$ cat src/rtl/star_sensor_conditioner_if.sv
// ---------------------------------------------------------------------------
// star_sensor_conditioner_if
//   Groups the raw operator/limit-switch inputs and the conditioned
//   controller-facing outputs of star_sensor_conditioner.
//
//   Signalling: there is no valid/ready handshake on this bundle. Every
//   signal is a level. Raw inputs may change at any time, asynchronously
//   to the clock. Conditioned outputs are registered, change only on the
//   rising clock edge, and are meaningful on every cycle.
//
//   Modports
//     master : environment side (drives raw inputs, observes outputs)
//     slave  : conditioner side (observes raw inputs, drives outputs)
//
//   Signals
//     i_btn_press_raw     raw "press" button (hide star), active high
//     i_btn_pull_raw      raw "pull" button (show star), active high
//     i_grill_closed_raw  grill closed limit switch, active high
//     i_grill_open_raw    grill open limit switch, active high
//     i_star_up_raw       star extended limit switch, active high
//     i_star_down_raw     star hidden limit switch, active high
//     o_press             debounced, qualified press level
//     o_pull              debounced, qualified pull level
//     o_grill_pos [1:0]   00 home, 01 end, 10 between, 11 invalid
//     o_star_pos  [1:0]   00 home, 01 end, 10 between, 11 invalid
//     o_fault             both limits of one axis asserted
// ---------------------------------------------------------------------------
interface star_sensor_conditioner_if;
    logic       i_btn_press_raw;
    logic       i_btn_pull_raw;
    logic       i_grill_closed_raw;
    logic       i_grill_open_raw;
    logic       i_star_up_raw;
    logic       i_star_down_raw;
    logic       o_press;
    logic       o_pull;
    logic [1:0] o_grill_pos;
    logic [1:0] o_star_pos;
    logic       o_fault;

    modport master (
        output i_btn_press_raw, i_btn_pull_raw,
        output i_grill_closed_raw, i_grill_open_raw,
        output i_star_up_raw, i_star_down_raw,
        input  o_press, o_pull, o_grill_pos, o_star_pos, o_fault
    );

    modport slave (
        input  i_btn_press_raw, i_btn_pull_raw,
        input  i_grill_closed_raw, i_grill_open_raw,
        input  i_star_up_raw, i_star_down_raw,
        output o_press, o_pull, o_grill_pos, o_star_pos, o_fault
    );
endinterface

$ cat src/rtl/star_sensor_conditioner.sv
// ---------------------------------------------------------------------------
// star_sensor_conditioner
//   Input stage of the star-hiding controller. Each of the six raw inputs
//   (two buttons, four limit switches) is synchronised and debounced. The
//   debounced levels are then qualified (buttons) or encoded (limit-switch
//   pairs -> 2-bit position) and registered. The outputs are held at their
//   reset values until a startup counter has covered one full debounce
//   latency, so the controller never sees half-settled data.
//
//   Parameters
//     DEBOUNCE_CYCLES  stable synchronised samples needed to flip a debounced
//                      bit (>= 2)
//     FAULT_STICKY     1: o_fault latches until reset
//                      0: o_fault follows the live fault condition
//
//   Ports
//     i_clk    system clock, rising edge
//     i_rst_n  asynchronous active-low reset
//     bus      star_sensor_conditioner_if.slave (raw inputs / outputs)
// ---------------------------------------------------------------------------
module star_sensor_conditioner #(
    parameter int DEBOUNCE_CYCLES = 16,
    parameter bit FAULT_STICKY    = 1'b1
) (
    input  logic                        i_clk,
    input  logic                        i_rst_n,
    star_sensor_conditioner_if.slave    bus
);

    localparam int NUM_CH = 6;
    // Channel indices into the raw/debounced vectors.
    localparam int CH_PRESS        = 0;
    localparam int CH_PULL         = 1;
    localparam int CH_GRILL_CLOSED = 2;
    localparam int CH_GRILL_OPEN   = 3;
    localparam int CH_STAR_UP      = 4;
    localparam int CH_STAR_DOWN    = 5;

    localparam int             CW       = $clog2(DEBOUNCE_CYCLES + 1);
    localparam logic [CW-1:0]  CNT_LAST = CW'(DEBOUNCE_CYCLES - 1);

    // Startup covers sync (2) + debounce + output stage so the first value
    // released to the controller is already fully debounced.
    localparam int             SU_CYCLES = DEBOUNCE_CYCLES + 3;
    localparam int             SW        = $clog2(SU_CYCLES + 1);
    localparam logic [SW-1:0]  SU_LAST   = SW'(SU_CYCLES);

    logic [NUM_CH-1:0] raw;
    logic [NUM_CH-1:0] deb;

    assign raw[CH_PRESS]        = bus.i_btn_press_raw;
    assign raw[CH_PULL]         = bus.i_btn_pull_raw;
    assign raw[CH_GRILL_CLOSED] = bus.i_grill_closed_raw;
    assign raw[CH_GRILL_OPEN]   = bus.i_grill_open_raw;
    assign raw[CH_STAR_UP]      = bus.i_star_up_raw;
    assign raw[CH_STAR_DOWN]    = bus.i_star_down_raw;

    // ------------------------------------------------------------------
    // Per-channel synchroniser + debounce. The counter only advances while
    // the synchronised level disagrees with the debounced level; any sample
    // that agrees again restarts the count, so a bounce shorter than
    // DEBOUNCE_CYCLES samples never flips the debounced bit.
    // ------------------------------------------------------------------
    for (genvar i = 0; i < NUM_CH; i++) begin : g_ch
        logic          sync1;
        logic          sync2;
        logic          deb_q;
        logic [CW-1:0] cnt;

        always_ff @(posedge i_clk or negedge i_rst_n) begin
            if (!i_rst_n) begin
                sync1 <= 1'b0;
                sync2 <= 1'b0;
                deb_q <= 1'b0;
                cnt   <= '0;
            end else begin
                sync1 <= raw[i];
                sync2 <= sync1;
                if (sync2 == deb_q) begin
                    cnt <= '0;
                end else if (cnt == CNT_LAST) begin
                    deb_q <= sync2;
                    cnt   <= '0;
                end else begin
                    cnt <= cnt + 1'b1;
                end
            end
        end

        assign deb[i] = deb_q;
    end

    // ------------------------------------------------------------------
    // Startup counter: saturates at SU_CYCLES and only reruns after reset.
    // ------------------------------------------------------------------
    logic [SW-1:0] su_cnt;
    logic          su_done;

    assign su_done = (su_cnt == SU_LAST);

    always_ff @(posedge i_clk or negedge i_rst_n) begin
        if (!i_rst_n) begin
            su_cnt <= '0;
        end else if (!su_done) begin
            su_cnt <= su_cnt + 1'b1;
        end
    end

    // ------------------------------------------------------------------
    // Encoding / qualification
    // ------------------------------------------------------------------
    function automatic logic [1:0] encode_axis(input logic home_lim, input logic end_lim);
        logic [1:0] code;
        case ({home_lim, end_lim})
            2'b10:   code = 2'b00;   // at home limit
            2'b01:   code = 2'b01;   // at end limit
            2'b00:   code = 2'b10;   // travelling between limits
            default: code = 2'b11;   // both limits: impossible, flag fault
        endcase
        return code;
    endfunction

    logic [1:0] grill_enc;
    logic [1:0] star_enc;
    logic       press_c;
    logic       pull_c;
    logic       fault_cond;

    always_comb begin
        grill_enc  = encode_axis(deb[CH_GRILL_CLOSED], deb[CH_GRILL_OPEN]);
        star_enc   = encode_axis(deb[CH_STAR_UP], deb[CH_STAR_DOWN]);
        // Conflicting buttons cancel out so press and pull are exclusive.
        press_c    = deb[CH_PRESS] & ~deb[CH_PULL];
        pull_c     = deb[CH_PULL] & ~deb[CH_PRESS];
        fault_cond = (grill_enc == 2'b11) | (star_enc == 2'b11);
    end

    // ------------------------------------------------------------------
    // Output register stage, held at reset values until startup expires.
    // ------------------------------------------------------------------
    logic       press_q;
    logic       pull_q;
    logic [1:0] grill_q;
    logic [1:0] star_q;
    logic       fault_q;

    always_ff @(posedge i_clk or negedge i_rst_n) begin
        if (!i_rst_n) begin
            press_q <= 1'b0;
            pull_q  <= 1'b0;
            grill_q <= 2'b11;
            star_q  <= 2'b11;
            fault_q <= 1'b0;
        end else if (su_done) begin
            press_q <= press_c;
            pull_q  <= pull_c;
            grill_q <= grill_enc;
            star_q  <= star_enc;
            fault_q <= FAULT_STICKY ? (fault_q | fault_cond) : fault_cond;
        end
    end

    assign bus.o_press     = press_q;
    assign bus.o_pull      = pull_q;
    assign bus.o_grill_pos = grill_q;
    assign bus.o_star_pos  = star_q;
    assign bus.o_fault     = fault_q;

endmodule

$ cat src/flat_wrapper.sv
// flat-port wrapper written by rule: the top's interface ports become plain ports
module star_sensor_conditioner_flat 
#(
    parameter int DEBOUNCE_CYCLES = 16,
    parameter bit FAULT_STICKY    = 1'b1
)
  (i_clk, i_rst_n, bus_i_btn_press_raw, bus_i_btn_pull_raw, bus_i_grill_closed_raw, bus_i_grill_open_raw, bus_i_star_up_raw, bus_i_star_down_raw, bus_o_press, bus_o_pull, bus_o_grill_pos, bus_o_star_pos, bus_o_fault);
  star_sensor_conditioner_if bus_i ();
  input  logic i_clk;
  input  logic i_rst_n;
  input wire logic [$bits(bus_i.i_btn_press_raw)-1:0] bus_i_btn_press_raw;
  input wire logic [$bits(bus_i.i_btn_pull_raw)-1:0] bus_i_btn_pull_raw;
  input wire logic [$bits(bus_i.i_grill_closed_raw)-1:0] bus_i_grill_closed_raw;
  input wire logic [$bits(bus_i.i_grill_open_raw)-1:0] bus_i_grill_open_raw;
  input wire logic [$bits(bus_i.i_star_up_raw)-1:0] bus_i_star_up_raw;
  input wire logic [$bits(bus_i.i_star_down_raw)-1:0] bus_i_star_down_raw;
  output wire logic [$bits(bus_i.o_press)-1:0] bus_o_press;
  output wire logic [$bits(bus_i.o_pull)-1:0] bus_o_pull;
  output wire logic [$bits(bus_i.o_grill_pos)-1:0] bus_o_grill_pos;
  output wire logic [$bits(bus_i.o_star_pos)-1:0] bus_o_star_pos;
  output wire logic [$bits(bus_i.o_fault)-1:0] bus_o_fault;
  assign bus_i.i_btn_press_raw = bus_i_btn_press_raw;
  assign bus_i.i_btn_pull_raw = bus_i_btn_pull_raw;
  assign bus_i.i_grill_closed_raw = bus_i_grill_closed_raw;
  assign bus_i.i_grill_open_raw = bus_i_grill_open_raw;
  assign bus_i.i_star_up_raw = bus_i_star_up_raw;
  assign bus_i.i_star_down_raw = bus_i_star_down_raw;
  assign bus_o_press = bus_i.o_press;
  assign bus_o_pull = bus_i.o_pull;
  assign bus_o_grill_pos = bus_i.o_grill_pos;
  assign bus_o_star_pos = bus_i.o_star_pos;
  assign bus_o_fault = bus_i.o_fault;
  star_sensor_conditioner #(.DEBOUNCE_CYCLES(DEBOUNCE_CYCLES), .FAULT_STICKY(FAULT_STICKY)) u_core (.i_clk(i_clk), .i_rst_n(i_rst_n), .bus(bus_i));
endmodule
$ cat config.mk
export PLATFORM = sky130hd
export DESIGN_NAME = star_sensor_conditioner_flat
export DESIGN_NICKNAME = d
export VERILOG_FILES = /design/src/rtl/star_sensor_conditioner_if.sv /design/src/rtl/star_sensor_conditioner.sv /design/src/flat_wrapper.sv
export SDC_FILE = /design/constraint.sdc
export NUM_CORES = 1
export LEC_CHECK = 0
export ABC_AREA = 1
export ABC_CLOCK_PERIOD_IN_PS = 1310
export CORE_MARGIN = 5
export CORE_UTILIZATION = 55
export DETAILED_ROUTE_END_ITERATION = 16
export PLACE_DENSITY = 0.75
export RECOVER_POWER = 50
export SYNTH_ARGS = -nofsm -noshare
export SYNTH_HDL_FRONTEND = slang
export SYNTH_SLANG_ARGS = --single-unit
$ cat constraint.sdc
create_clock -name i_clk -period 1.31 [get_ports i_clk]
set_input_delay 0.262 -clock i_clk [delete_from_list [all_inputs] [get_ports i_clk]]
set_output_delay 0.262 -clock i_clk [all_outputs]
set_load 0.05 [all_outputs]
==> flow_metrics.env <==
export IMPL_drt_pass1_iter_count=4
export IMPL_critical_path_class="flop to primary output"
export IMPL_detailedPlacementHpwl_um=2910
export IMPL_maxSlewViolCount=0
export IMPL_yosys_warnings=0
export IMPL_yosysTopAreaCell="dfrtp_1"
export IMPL_start_kind="flop"
export IMPL_clkTransAtPathRegs_ps=60
export IMPL_skew_ps=7.36
export IMPL_synth_edff_count=0
export IMPL_clock_path_buffers=2
export IMPL_gp_routability_congestion=0.774
export IMPL_synth_common_cells="75 x nand2_1, 56 x dfrtp_1, 43 x nor2_1"
export IMPL_post_synth_main_area_contributors="dfrtp_1 55%, nand2_1 11%, nor2_1 6.4%"
export IMPL_numPortBuffers=14
export IMPL_num_rows=24
export IMPL_die_width_um=78.0
export IMPL_final_setup_worst_slack_ps=22.8
export IMPL_tritoncts="built"
export IMPL_final_min_period_over_clock_period_pct=98.3
export IMPL_starting_utilization_of_the_core_area_pct=57.5
export IMPL_detailedPlace_worstSlack_ps=40.8
export IMPL_final_nets=324
export IMPL_synth_top_family_by_area="simple AND/OR/NAND/NOR gates"
export IMPL_end_of_flow_core_utilization_pct=69.6
export IMPL_cts_buffers=9
export IMPL_outcome="finished, final reports clean"
export IMPL_area_delta_synth_final_pct=20.9
export IMPL_cts_htree_levels=3
export IMPL_insertedDiodeCount=0
export IMPL_wirelength_um=4220
export IMPL_worst_pin_slew_ps=397
export IMPL_dieHeight_um=78.0
export IMPL_synth_compound_area_share_pct=0.640
export IMPL_critPathMaxStageDelay_ps=560
export IMPL_vdd_ir_drop_max_mv=1.01
export IMPL_min_period_ps=1290
export IMPL_multiInputGateArea_um2=898
export IMPL_synth_cell_area_um2=2540
export IMPL_grt_setup_unrepaired="yes"
export IMPL_muxShareOfSynthArea_pct=0
export IMPL_synth_xor_area_share_pct=2.76
export IMPL_sequential_element_share_of_the_synthesized_area_pct=59.3
export IMPL_num_io_pins=15
export IMPL_drt_wirelength_per_cell_um=11.6
export IMPL_synth_distinct_cells=15
export IMPL_synth_top_area_share_pct=55.2
export IMPL_worstPathArrival_ps=1030
export IMPL_largest_net_degree_at_the_start_of_global_routing=29
export IMPL_worst_ep_required_time_ps=1050
export IMPL_coreArea_um2=4410
export IMPL_number_of_endpoints_with_negative_hold_slack_in_the_final_report=0
export IMPL_min_path_type="flop to flop"
export IMPL_synth_seq_cells=60
export IMPL_max_freq_mhz=777
export IMPL_avgSynthCellArea_um2=9.27
export IMPL_final_cells=362
export IMPL_fin_worst_hold_slack_ps=347
export IMPL_synth_adder_area_share_pct=5.42
export IMPL_critical_path_cell_by_cell="buf_12"
export IMPL_power_density_nw_per_um2=1270
export IMPL_drive_above_1_share_pct=11.9
export IMPL_clock_sinks=60
export IMPL_syn_inst=274
export IMPL_synth_fp_nets=293
export IMPL_critical_path_max_fanout=2
export IMPL_critical_path_top_delay_family="flip-flops"
export IMPL_vias_in_the_first_global_route=1792
export IMPL_ff_latch_area_um2=1510
export IMPL_grt_pass1_wl_um=7670
export IMPL_end_kind="primary output"
export IMPL_floorplan_die_area_um2=6080
export IMPL_first_iter_violations=78
export IMPL_avgViaCountPerCell=4.88
export IMPL_vias=1766
export IMPL_cpMaxStageDelayCell="dfstp_2"
export IMPL_synth_simple_area_share_pct=26.6
export IMPL_path_buf_inv=1
export IMPL_leakage_uw=0.00160
export IMPL_yosys_most_used_dff="dfrtp_1"
export IMPL_grt_use_total_pct=15.9
export IMPL_postSynth_asyncResetShare_pct=100
export IMPL_overflow=0
export IMPL_maxSlewHeadroom_pct=73.5
export IMPL_dpl_cell_count=342
export IMPL_grt_antenna_before_repair=0
export IMPL_cts_resized=0
export IMPL_drc_errors=0
export IMPL_synthMostInstantiatedCell="nand2_1"
export IMPL_cap_viol_max_count=0
export IMPL_cts_root_buffer="clkbuf_8"
export IMPL_fillCellCount=352
export IMPL_worst_skew_pair_late_latency_ps=330
export IMPL_finalSetupViolations=0
export IMPL_antenna_left=0
## placed cells by master (no fill, tap or decap)
cell type / instances
nand2_1: 75
dfrtp_1: 56
nor2_1: 43
inv_1: 36
nand3_1: 22
clkbuf_8: 13
nand4_1: 12
ha_1: 11
xnor2_1: 7
dlygate4sd3_1: 7
buf_12: 7
dfstp_2: 4
buf_4: 3
nor2_4: 2
or2_2: 2
clkbuf_1: 2
nand2_4: 1
o21bai_2: 1
xor2_1: 1
o21ai_0: 1
bufinv_16: 1
clkbuf_2: 1
buf_2: 1
clkbuf_4: 1
## final cells by class
type,count,share of cell area [%]
repair buffers,20,8.15
clock inverters,1,0.978
well taps,52,2.12
clock buffers,15,6.07
multi-input cells,178,29.2
flip-flops and latches,60,49.0
inverters,36,4.40
## path summary, 6_finish.rpt
check	start	end	slack, ps	cells after the start
setup / recovery	u_core.bus.o_star_pos[1]	bus_o_star_pos[1]	20	1
setup reg to reg	u_core.su_cnt[0]	u_core.bus.o_grill_pos[1]	110	6
hold reg to reg	u_core.g_ch[5].sync1	u_core.g_ch[5].sync2	350	0
max in group asynchronous	i_rst_n	u_core.g_ch[3].cnt[3]	160	3
hold / removal	u_core.g_ch[5].sync1	u_core.g_ch[5].sync2	350	0
min in group asynchronous	i_rst_n	u_core.bus.o_fault	390	2
## power by group
group	leakage [uW]	total, uW	internal (uW)	switching [uW]
Combinational	0.000723	172	71.5	100
Sequential	0.000765	1980	1920	56.9
Clock	0.000110	1740	1090	656
Total	0.00160	3890	3080	814
## timing repair
action / 4_1_cts / 5_1_grt
hold endpoints to repair: 11 / 0
hold buffers: 1 / 0
buffers inserted: 0 / 3
endpoints found under the setup margin: 0 / 13
## through the flow
step	cell area (um^2)	setup TNS [ps]	total power (uW)
after floorplan	2540	0	2100
after global placement	2850	0	2190
after detailed placement	2850	0	2190
after CTS	3080	0	3960
after global routing	3070	-89.0	4080
final	3070	0	3890
## routing by layer
metal  vias to the layer above  GRT usage [%]  wire, um
met4                         0           7.43        48
met5                         -              0         0
met1                       812           20.2      1990
met3                         6           5.90       176
li1                        918              -         -
met2                        30           24.2      2000
## cells by family (layout without fill, tap and decap cells)
group	after synthesis	in the layout
AO/OA/AOI/OAI	2	2
AND/OR/NAND/NOR	157	157
XOR/XNOR	8	8
adder cells (fa/ha/maj)	11	11
flip-flops	60	60
buffers and inverters	36	72
## sequential cells by signal, summed over array words and instances, names as in the netlist
| signal | cells |
|---|---|
| u_core.su_cnt | 5 |
| u_core.bus.o_grill_pos | 2 |
| u_core.bus.o_press | 1 |
| u_core.g_ch.sync2 | 6 |
| u_core.g_ch.deb_q | 6 |
| u_core.g_ch.cnt | 30 |
| u_core.g_ch.sync1 | 6 |
| u_core.bus.o_fault | 1 |
| u_core.bus.o_pull | 1 |
| u_core.bus.o_star_pos | 2 |
(Power assumes the default switching activity.)
